`src/rtl/apb_slave_regfile_if.sv`:
```
// APB bus bundle between a master and the register-file completer.
// Clock and reset stay outside the bundle as plain ports.
interface apb_slave_regfile_if #(
  parameter int ADDR_W = 8,
  parameter int DATA_W = 32
);
  logic                  psel;
  logic                  penable;
  logic                  pwrite;
  logic [ADDR_W-1:0]     paddr;
  logic [DATA_W-1:0]     pwdata;
  logic [DATA_W/8-1:0]   pstrb;
  logic                  pready;
  logic [DATA_W-1:0]     prdata;
  logic                  pslverr;

  modport master (
    output psel, penable, pwrite, paddr, pwdata, pstrb,
    input  pready, prdata, pslverr
  );

  modport slave (
    input  psel, penable, pwrite, paddr, pwdata, pstrb,
    output pready, prdata, pslverr
  );
endinterface

```
`src/rtl/apb_slave_regfile.sv`:
```
// APB completer backed by a byte-strobed register file.
// Setup beat is latched in IDLE, WAIT_STATES low-PREADY cycles follow,
// then a single registered PREADY pulse carries PRDATA/PSLVERR.
// Writes commit on the completion edge; erroring or aborted writes never commit.
module apb_slave_regfile #(
  parameter int ADDR_W      = 8,
  parameter int DATA_W      = 32,
  parameter int NUM_REGS    = 16,
  parameter int WAIT_STATES = 1
) (
  input  logic               pclk,
  input  logic               preset_n,
  apb_slave_regfile_if.slave bus
);

  localparam int STRB_W    = DATA_W / 8;
  localparam int IDX_W     = ADDR_W - 2;
  localparam int REG_IDX_W = (NUM_REGS > 1) ? $clog2(NUM_REGS) : 1;

  typedef enum logic {
    IDLE   = 1'b0,
    ACCESS = 1'b1
  } state_t;

  state_t                 state_q, state_d;
  logic [3:0]             cnt_q, cnt_d;

  // Transfer attributes captured at the setup edge
  logic                   pwrite_q;
  logic [REG_IDX_W-1:0]   idx_q;
  logic [DATA_W-1:0]      wdata_q;
  logic [STRB_W-1:0]      strb_q;
  logic                   err_q;

  // Registered response
  logic                   pready_q;
  logic [DATA_W-1:0]      prdata_q;
  logic                   pslverr_q;

  logic [DATA_W-1:0]      regs [NUM_REGS];

  // Setup-beat decode: word index and error check on the live address
  logic                   setup_beat;
  logic                   err_now;
  logic [REG_IDX_W-1:0]   idx_now;

  assign setup_beat = bus.psel && !bus.penable;
  assign idx_now    = bus.paddr[2 +: REG_IDX_W];
  assign err_now    = (bus.paddr[1:0] != 2'b00) ||
                      ({1'b0, bus.paddr[ADDR_W-1:2]} >= (IDX_W + 1)'(NUM_REGS));

  logic                   load;
  logic                   commit;
  logic                   pready_d;

  // Next-state, wait countdown and PREADY scheduling
  // NOTE: every signal assigned here gets a default first, so no path can leave
  // one unassigned and infer a latch.
  always_comb begin
    state_d  = state_q;
    cnt_d    = cnt_q;
    pready_d = 1'b0;
    load     = 1'b0;
    commit   = 1'b0;
    case (state_q)
      IDLE: begin
        // PSEL with PENABLE already high is not a setup beat and is ignored
        if (setup_beat) begin
          state_d  = ACCESS;
          load     = 1'b1;
          cnt_d    = 4'(WAIT_STATES);
          pready_d = (WAIT_STATES == 0);
        end
      end
      ACCESS: begin
        if (pready_q) begin
          // Completion cycle: the write lands only if the master still holds the access
          state_d = IDLE;
          commit  = bus.psel && bus.penable && pwrite_q && !err_q;
        end else if (!bus.psel) begin
          // Master abandoned the transfer before completion
          state_d = IDLE;
          cnt_d   = '0;
        end else if (cnt_q != 4'd0) begin
          cnt_d    = cnt_q - 4'd1;
          pready_d = (cnt_q == 4'd1);
        end else begin
          pready_d = 1'b1;
        end
      end
      default: state_d = IDLE;
    endcase
  end

  // Response data: with zero wait states the read happens on the setup edge,
  // so the live address is used instead of the not-yet-latched one
  logic [REG_IDX_W-1:0]   rd_idx;
  logic                   rd_err;
  logic                   rd_write;
  logic [DATA_W-1:0]      prdata_d;
  logic                   pslverr_d;

  // Select read source and force PRDATA/PSLVERR to zero outside the PREADY cycle
  always_comb begin
    rd_idx    = load ? idx_now    : idx_q;
    rd_err    = load ? err_now    : err_q;
    rd_write  = load ? bus.pwrite : pwrite_q;
    prdata_d  = '0;
    pslverr_d = 1'b0;
    if (pready_d) begin
      pslverr_d = rd_err;
      if (!rd_write && !rd_err) begin
        prdata_d = regs[rd_idx];
      end
    end
  end

  // FSM state, counter, captured transfer and registered response
  // NOTE: state is updated with non-blocking assignments so every flop samples
  // the pre-edge values regardless of statement order.
  always_ff @(posedge pclk) begin
    if (!preset_n) begin
      state_q   <= IDLE;
      cnt_q     <= '0;
      pready_q  <= 1'b0;
      prdata_q  <= '0;
      pslverr_q <= 1'b0;
      pwrite_q  <= 1'b0;
      idx_q     <= '0;
      wdata_q   <= '0;
      strb_q    <= '0;
      err_q     <= 1'b0;
    end else begin
      state_q   <= state_d;
      cnt_q     <= cnt_d;
      pready_q  <= pready_d;
      prdata_q  <= prdata_d;
      pslverr_q <= pslverr_d;
      if (load) begin
        pwrite_q <= bus.pwrite;
        idx_q    <= idx_now;
        wdata_q  <= bus.pwdata;
        strb_q   <= bus.pstrb;
        err_q    <= err_now;
      end
    end
  end

  // Register file: cleared on reset, byte-lane writes on commit
  // NOTE: the registers must read back as zero after reset, so the array is
  // reset explicitly; this keeps it in flops rather than a RAM macro.
  always_ff @(posedge pclk) begin
    if (!preset_n) begin
      for (int r = 0; r < NUM_REGS; r++) begin
        regs[r] <= '0;
      end
    end else if (commit) begin
      for (int i = 0; i < STRB_W; i++) begin
        if (strb_q[i]) begin
          regs[idx_q][8*i +: 8] <= wdata_q[8*i +: 8];
        end
      end
    end
  end

  assign bus.pready  = pready_q;
  assign bus.prdata  = prdata_q;
  assign bus.pslverr = pslverr_q;

endmodule

```
`src/flat_wrapper.sv`:
```
// flat-port wrapper written by rule: the top's interface ports become plain ports
module apb_slave_regfile_flat 
#(
  parameter int ADDR_W      = 8,
  parameter int DATA_W      = 32,
  parameter int NUM_REGS    = 16,
  parameter int WAIT_STATES = 1
)
  (pclk, preset_n, bus_psel, bus_penable, bus_pwrite, bus_paddr, bus_pwdata, bus_pstrb, bus_pready, bus_prdata, bus_pslverr);
  apb_slave_regfile_if #(.ADDR_W(ADDR_W), .DATA_W(DATA_W)) bus_i ();
  input  logic pclk;
  input  logic preset_n;
  input wire logic [$bits(bus_i.psel)-1:0] bus_psel;
  input wire logic [$bits(bus_i.penable)-1:0] bus_penable;
  input wire logic [$bits(bus_i.pwrite)-1:0] bus_pwrite;
  input wire logic [$bits(bus_i.paddr)-1:0] bus_paddr;
  input wire logic [$bits(bus_i.pwdata)-1:0] bus_pwdata;
  input wire logic [$bits(bus_i.pstrb)-1:0] bus_pstrb;
  output wire logic [$bits(bus_i.pready)-1:0] bus_pready;
  output wire logic [$bits(bus_i.prdata)-1:0] bus_prdata;
  output wire logic [$bits(bus_i.pslverr)-1:0] bus_pslverr;
  assign bus_i.psel = bus_psel;
  assign bus_i.penable = bus_penable;
  assign bus_i.pwrite = bus_pwrite;
  assign bus_i.paddr = bus_paddr;
  assign bus_i.pwdata = bus_pwdata;
  assign bus_i.pstrb = bus_pstrb;
  assign bus_pready = bus_i.pready;
  assign bus_prdata = bus_i.prdata;
  assign bus_pslverr = bus_i.pslverr;
  apb_slave_regfile #(.ADDR_W(ADDR_W), .DATA_W(DATA_W), .NUM_REGS(NUM_REGS), .WAIT_STATES(WAIT_STATES)) u_core (.pclk(pclk), .preset_n(preset_n), .bus(bus_i));
endmodule
```
`config.mk`:
```
export PLATFORM = sky130hd
export DESIGN_NAME = apb_slave_regfile_flat
export DESIGN_NICKNAME = d
export VERILOG_FILES = /design/src/rtl/apb_slave_regfile_if.sv /design/src/rtl/apb_slave_regfile.sv /design/src/flat_wrapper.sv
export SDC_FILE = /design/constraint.sdc
export NUM_CORES = 1
export LEC_CHECK = 0
export ABC_AREA = 1
export CORE_ASPECT_RATIO = 0.7
export CORE_UTILIZATION = 40
export CTS_CLUSTER_SIZE = 20
export DETAILED_ROUTE_END_ITERATION = 16
export GPL_TIMING_DRIVEN = 1
export MAX_ROUTING_LAYER = met4
export SLEW_MARGIN = 20
export SYNTH_ARGS = -nofsm -noshare
export SYNTH_HDL_FRONTEND = slang
export SYNTH_SLANG_ARGS = --single-unit
```
`constraint.sdc`:
```
create_clock -name pclk -period 2.5 [get_ports pclk]
set_clock_uncertainty 0.1 [all_clocks]
set_input_delay 0.75 -clock pclk [delete_from_list [all_inputs] [get_ports pclk]]
set_output_delay 0.75 -clock pclk [all_outputs]
set_load 0.005 [all_outputs]
```
After elaboration in Yosys (flattened, before gate mapping) --
Memory sizes are Yosys's and may differ from the RTL's. A register that Yosys moved wholly into a read port is not among the register bits. Cells that the tools add are included.
Storage, ports and cells: memory bits (read-only) 0, register bits 49, memory bits (writable) 512, input port bits 49, memories kept 1, bits in latches 0
Cells by class: muxes and demuxes 39, reduce and logical (&&, ||, !) cells 17, bitwise gates (word level) 1, eq/ne operators 4, shift-type cells 0, div/mod/pow operators 0, $add $sub $neg 1, order comparisons 1, multipliers 0
Memories:
- u_core.regs | words 16, bits a word 32, rd ports 1, clocked after Yosys merged registers in 1, write ports 16, RTL line apb_slave_regfile.sv:40 | logic [DATA_W-1:0] regs [NUM_REGS];
Operators by type and width (number):
- $mux 32 | 1
- $reduce_or 32->1 | 1
- $mux 1 | 28
- $mux 4 | 7
- $pmux 4 s2 | 1
- $ge 6x5->1 const B | 1
- $reduce_and 3->1 | 2
- $logic_and 1x1->1 | 5
- $logic_not 1->1 | 5
- $eq 4x1->1 const B | 1
- $pmux 1 s2 | 2
- $reduce_bool 4->1 | 1
- $sub 4x1->4 const B | 1
- $ne 3x3->1 const B | 1
- $ne 2x1->1 const B | 1
- $ne 2x2->1 const B | 1
- $reduce_and 2->1 | 1
- $reduce_bool 2->1 | 1
- $logic_or 1x1->1 | 1
- $not 1->1 | 1

Longest topological paths before layout --
Gate-level depths: netlist of the first run.
word-level depth 10, gate-level depth with buffers 11

Least setup slack after synthesis of the first run --
No wires, ideal clock.
kind input to register, from input bus_psel, to memory u_core.regs[0][0], enable pin, data required time 2.071 ns, path slack 0.168 ns, cell stages on the path 7, buffers on the path 1, data arrival time 1.903 ns, cell sequence nand2_1 inv_2 nand4_1 nor2_2 buf_2 nand2_1 nand2_1
RTL lines:
- from (decl) | RTL line flat_wrapper.sv:13 | input wire logic [$bits(bus_i.psel)-1:0] bus_psel;
- to (decl) | RTL line apb_slave_regfile.sv:40

Final worst setup path of the first run --
from register u_core.prdata_q[16] (netlist: u_core.bus.prdata[16]), read port of u_core.regs, to output bus_prdata[16]
RTL lines:
- from (decl) | RTL line apb_slave_regfile.sv:37 | logic [DATA_W-1:0] prdata_q;
- to (decl) | RTL line flat_wrapper.sv:20 | output wire logic [$bits(bus_i.prdata)-1:0] bus_prdata;
No word-level cell between the ends.

==> run_results.csv, run 1 <==
group,metric,value,unit
run_status,status,"finished, final reports clean",
drt,drt_wl_total,78400,microns
layout,nets,3436,
global_routing,grt_max_degree,54,
layout,final_core_util,50.2,%
global_routing,grt_pass1_vias,20200,
yosys,syn_area,27400,sq um
worst_setup_path,slowest_delay,550,ps
worst_setup_path,crit_path_start,"u_core.bus.prdata[16]$_SDFF_PN0_",
sta,rsz0062_at_grt,"no",
layout,final_cells,4322,
sta,tightest_slew,883,ps
sta,finalSetupViolations,0,
worst_setup_path,crit_arrival,1580,ps
global_routing,track_usage,23.3,%
sta,min_period,2430,ps
floorplanning,dieArea,69500,sq um
floorplanning,die_w,315,microns
layout,antenna_cells,0,
layout,fillers,6328,
yosys,synth-seq-cells,593,
clocking,ctsHoldBuffers,0,
sta,finalCritPeriodShare,97.3,%
layout,layout_common_cells,"633 x nand2_1, 546 x nor2_1, 528 x inv_1, 512 x edfxtp_1, 483 x nand3_1",
yosys,ys_seq_area_share,62.1,%
drt,vias,21400,
worst_setup_path,crit_path_start_kind,"flop",
worst_setup_path,crit_family,"buffers and inverters",
worst_setup_path,ff2ff_path_depth,7,
global_routing,grt_pass1_wl,120000,microns
drt,wl_per_cell,18.1,microns
floorplanning,num_io_pins,83,
drt,drt_pass1_iterations,5,
power_and_ir_drop,total_power,23000,uW
layout,final_common_cell,"nand2_1",
clocking,numCtsBuffers,56,
worst_setup_path,timing.rr.end,"u_core.regs[9][8]$_SDFFCE_PN0P_",
power_and_ir_drop,p_leak,0.0140,uW
clocking,cts_root_buf,"clkbuf_16",
power_and_ir_drop,power_density,683,nW/um^2
worst_setup_path,cp_num_buf_inv,1,
worst_setup_path,critical_path_required,1650,ps
clocking,cts_resized,0,
worst_setup_path,criticalPathCategory,"flop to output pin",
placement,place_inst,4218,
yosys,synth_cell_types,26,
drt,viasPerCell,4.95,
global_routing,gr-total-overflow,0,
floorplanning,placementRows,79,
worst_setup_path,cp-endpoint,"bus_prdata[16]",
drt,postRouteAntennaNets,0,
power_and_ir_drop,irDropWorstVdd,0.000487,V
clocking,cts.clk_slew.worst_paths,70,ps
layout,drive_above_1_share,11.7,%
worst_setup_path,worstPathMaxFanout,1,
sta,fmax,411,MHz
sta,slew_violations,0,
yosys,synth_cells,3113,
layout,syn2layout_area_growth,23.0,%
floorplanning,dieHeight,221,microns
placement,place_hpwl,52800,microns
clocking,cts_max_level,2,
min_path,hp-class,"flop to flop",
clocking,cts_setup_buffers,0,
sta,max_slew_margin,40.8,%
min_path,whs_path_depth,2,
yosys,synth_warnings,0,
worst_setup_path,crit_chain,"clkdlybuf4s50_1",
floorplanning,core_area,67000,sq um
placement,io_buffers,82,
worst_setup_path,cp_num_cells,1,
sta,timing.hold.ws,338,ps
global_routing,grt_antenna_before_repair,0,
clocking,tritoncts,"built",
worst_setup_path,critPathSlowestCell,"clkdlybuf4s50_1",
placement,gp_congestion,0.879,
sta,hold_viol,0,
clocking,cts_buffer_depth,3,
flow_run,max_cap_viol_count,0,
worst_setup_path,worst_setup_path_end_kind,"output pin",
floorplanning,initial_core_util,40.8,%
drt,drtIter0Drc,2609,
yosys,avgSynthCellArea,8.79,sq um
clocking,clock_sinks,593,
drt,drcViolationCount,0,
yosys,synth_nets,3164,
worst_setup_path,r2r-start,"u_core.idx_q[1]$_SDFF_PN0_",
clocking,clk_latency,640,ps
worst_setup_path,r2r_slack,290,ps
==> cell families after synthesis <==
family	share of synthesized area, %
xor gates and xnor gates	0.0320
buffers and inverters	10.4
and+or+nand+nor	25.3
AOI/OAI and AO/OA	2.08
adders and majority gates	0.0914
DFF	62.1
==> worst min-delay path by stage <==
stage	startpoint	to
floorplan	u_core.strb_q[0]$_SDFFE_PN0N_	u_core.strb_q[0]$_SDFFE_PN0N_
global route	u_core.wdata_q[21]$_SDFFE_PN0N_	u_core.wdata_q[21]$_SDFFE_PN0N_
detailed placement	u_core.wdata_q[21]$_SDFFE_PN0N_	u_core.wdata_q[21]$_SDFFE_PN0N_
global placement	u_core.wdata_q[21]$_SDFFE_PN0N_	u_core.wdata_q[21]$_SDFFE_PN0N_
CTS	u_core.wdata_q[21]$_SDFFE_PN0N_	u_core.wdata_q[21]$_SDFFE_PN0N_
finish	u_core.wdata_q[21]$_SDFFE_PN0N_	u_core.wdata_q[21]$_SDFFE_PN0N_
==> sequential cells by signal (all words and copies together), names as in the netlist, 4 cells and up <==
signal,count
u_core.wdata_q,32
u_core.regs,512
u_core.strb_q,4
u_core.bus.prdata,32
u_core.idx_q,4
u_core.cnt_q,4
==> area by class of cell <==
class,instances,area [sq um],area share [%]
sequential,593,17000,50.5
inverter,563,2110,6.28
multi-input combinational,1793,7600,22.6
tap,891,1110,3.31
clock inverter,30,312,0.925
clock buffer,74,1570,4.67
timing repair buffer,378,3950,11.7
==> where the power goes <==
part	leakage (uW)	switching [uW]	total, uW	internal, uW
clock	0.000928	3840	8890	5050
combinational	0.00713	1900	2970	1070
sequential	0.00596	99.9	11100	11000
==> cells in the mapped netlist (all sizes together) <==
cell	n	area (sq um)
nand3	485	2430
a211oi	1	7.51
o21ai	40	204
ha	2	25.0
edfxtp	512	15400
xor2	1	8.76
a21oi	70	350
nor3	2	10.0
nand4	3	18.8
dfxtp	81	1620
clkinv	33	124
inv	530	1990
nor2	550	2070
a31oi	1	6.26
nand2	637	2390
nor3b	1	7.51
clkbuf	78	293
buf	86	427
==> per-layer routing <==
metal	share of wire [%]	vias up	track usage, %
met5	0	-	-
met4	1.9	0	5.25
met3	8.9	111	3.78
met2	41	850	32.0
met1	48	10000	35.5
li1	-	10400	-
==> per-stage QoR <==
stage | setup slack (ps) | setup TNS (ps) | instance area (sq um)
2_1_floorplan | 168 | 0 | 27400
3_5_place_dp | -507 | -309730 | 31800
6_report | 68.7 | 0 | 33700
5_1_grt | 42.9 | 0 | 33700
4_1_cts | 60.2 | 0 | 33700
3_3_place_gp | -491 | -309520 | 31800
==> worst min-delay path, cell delays in order, from the launching register on <==
cell	delay (ps)
dfxtp_1	300
clkinv_1	50
a21oi_1	50
Power figures use the tool's default switching activity.
==> run 2, diff against run 1 <==
Settings changed: SKIP_LAST_GASP from default to 1.
==> results of run 2 <==
Final layout, timing and power as in run 1 (identical DEF).
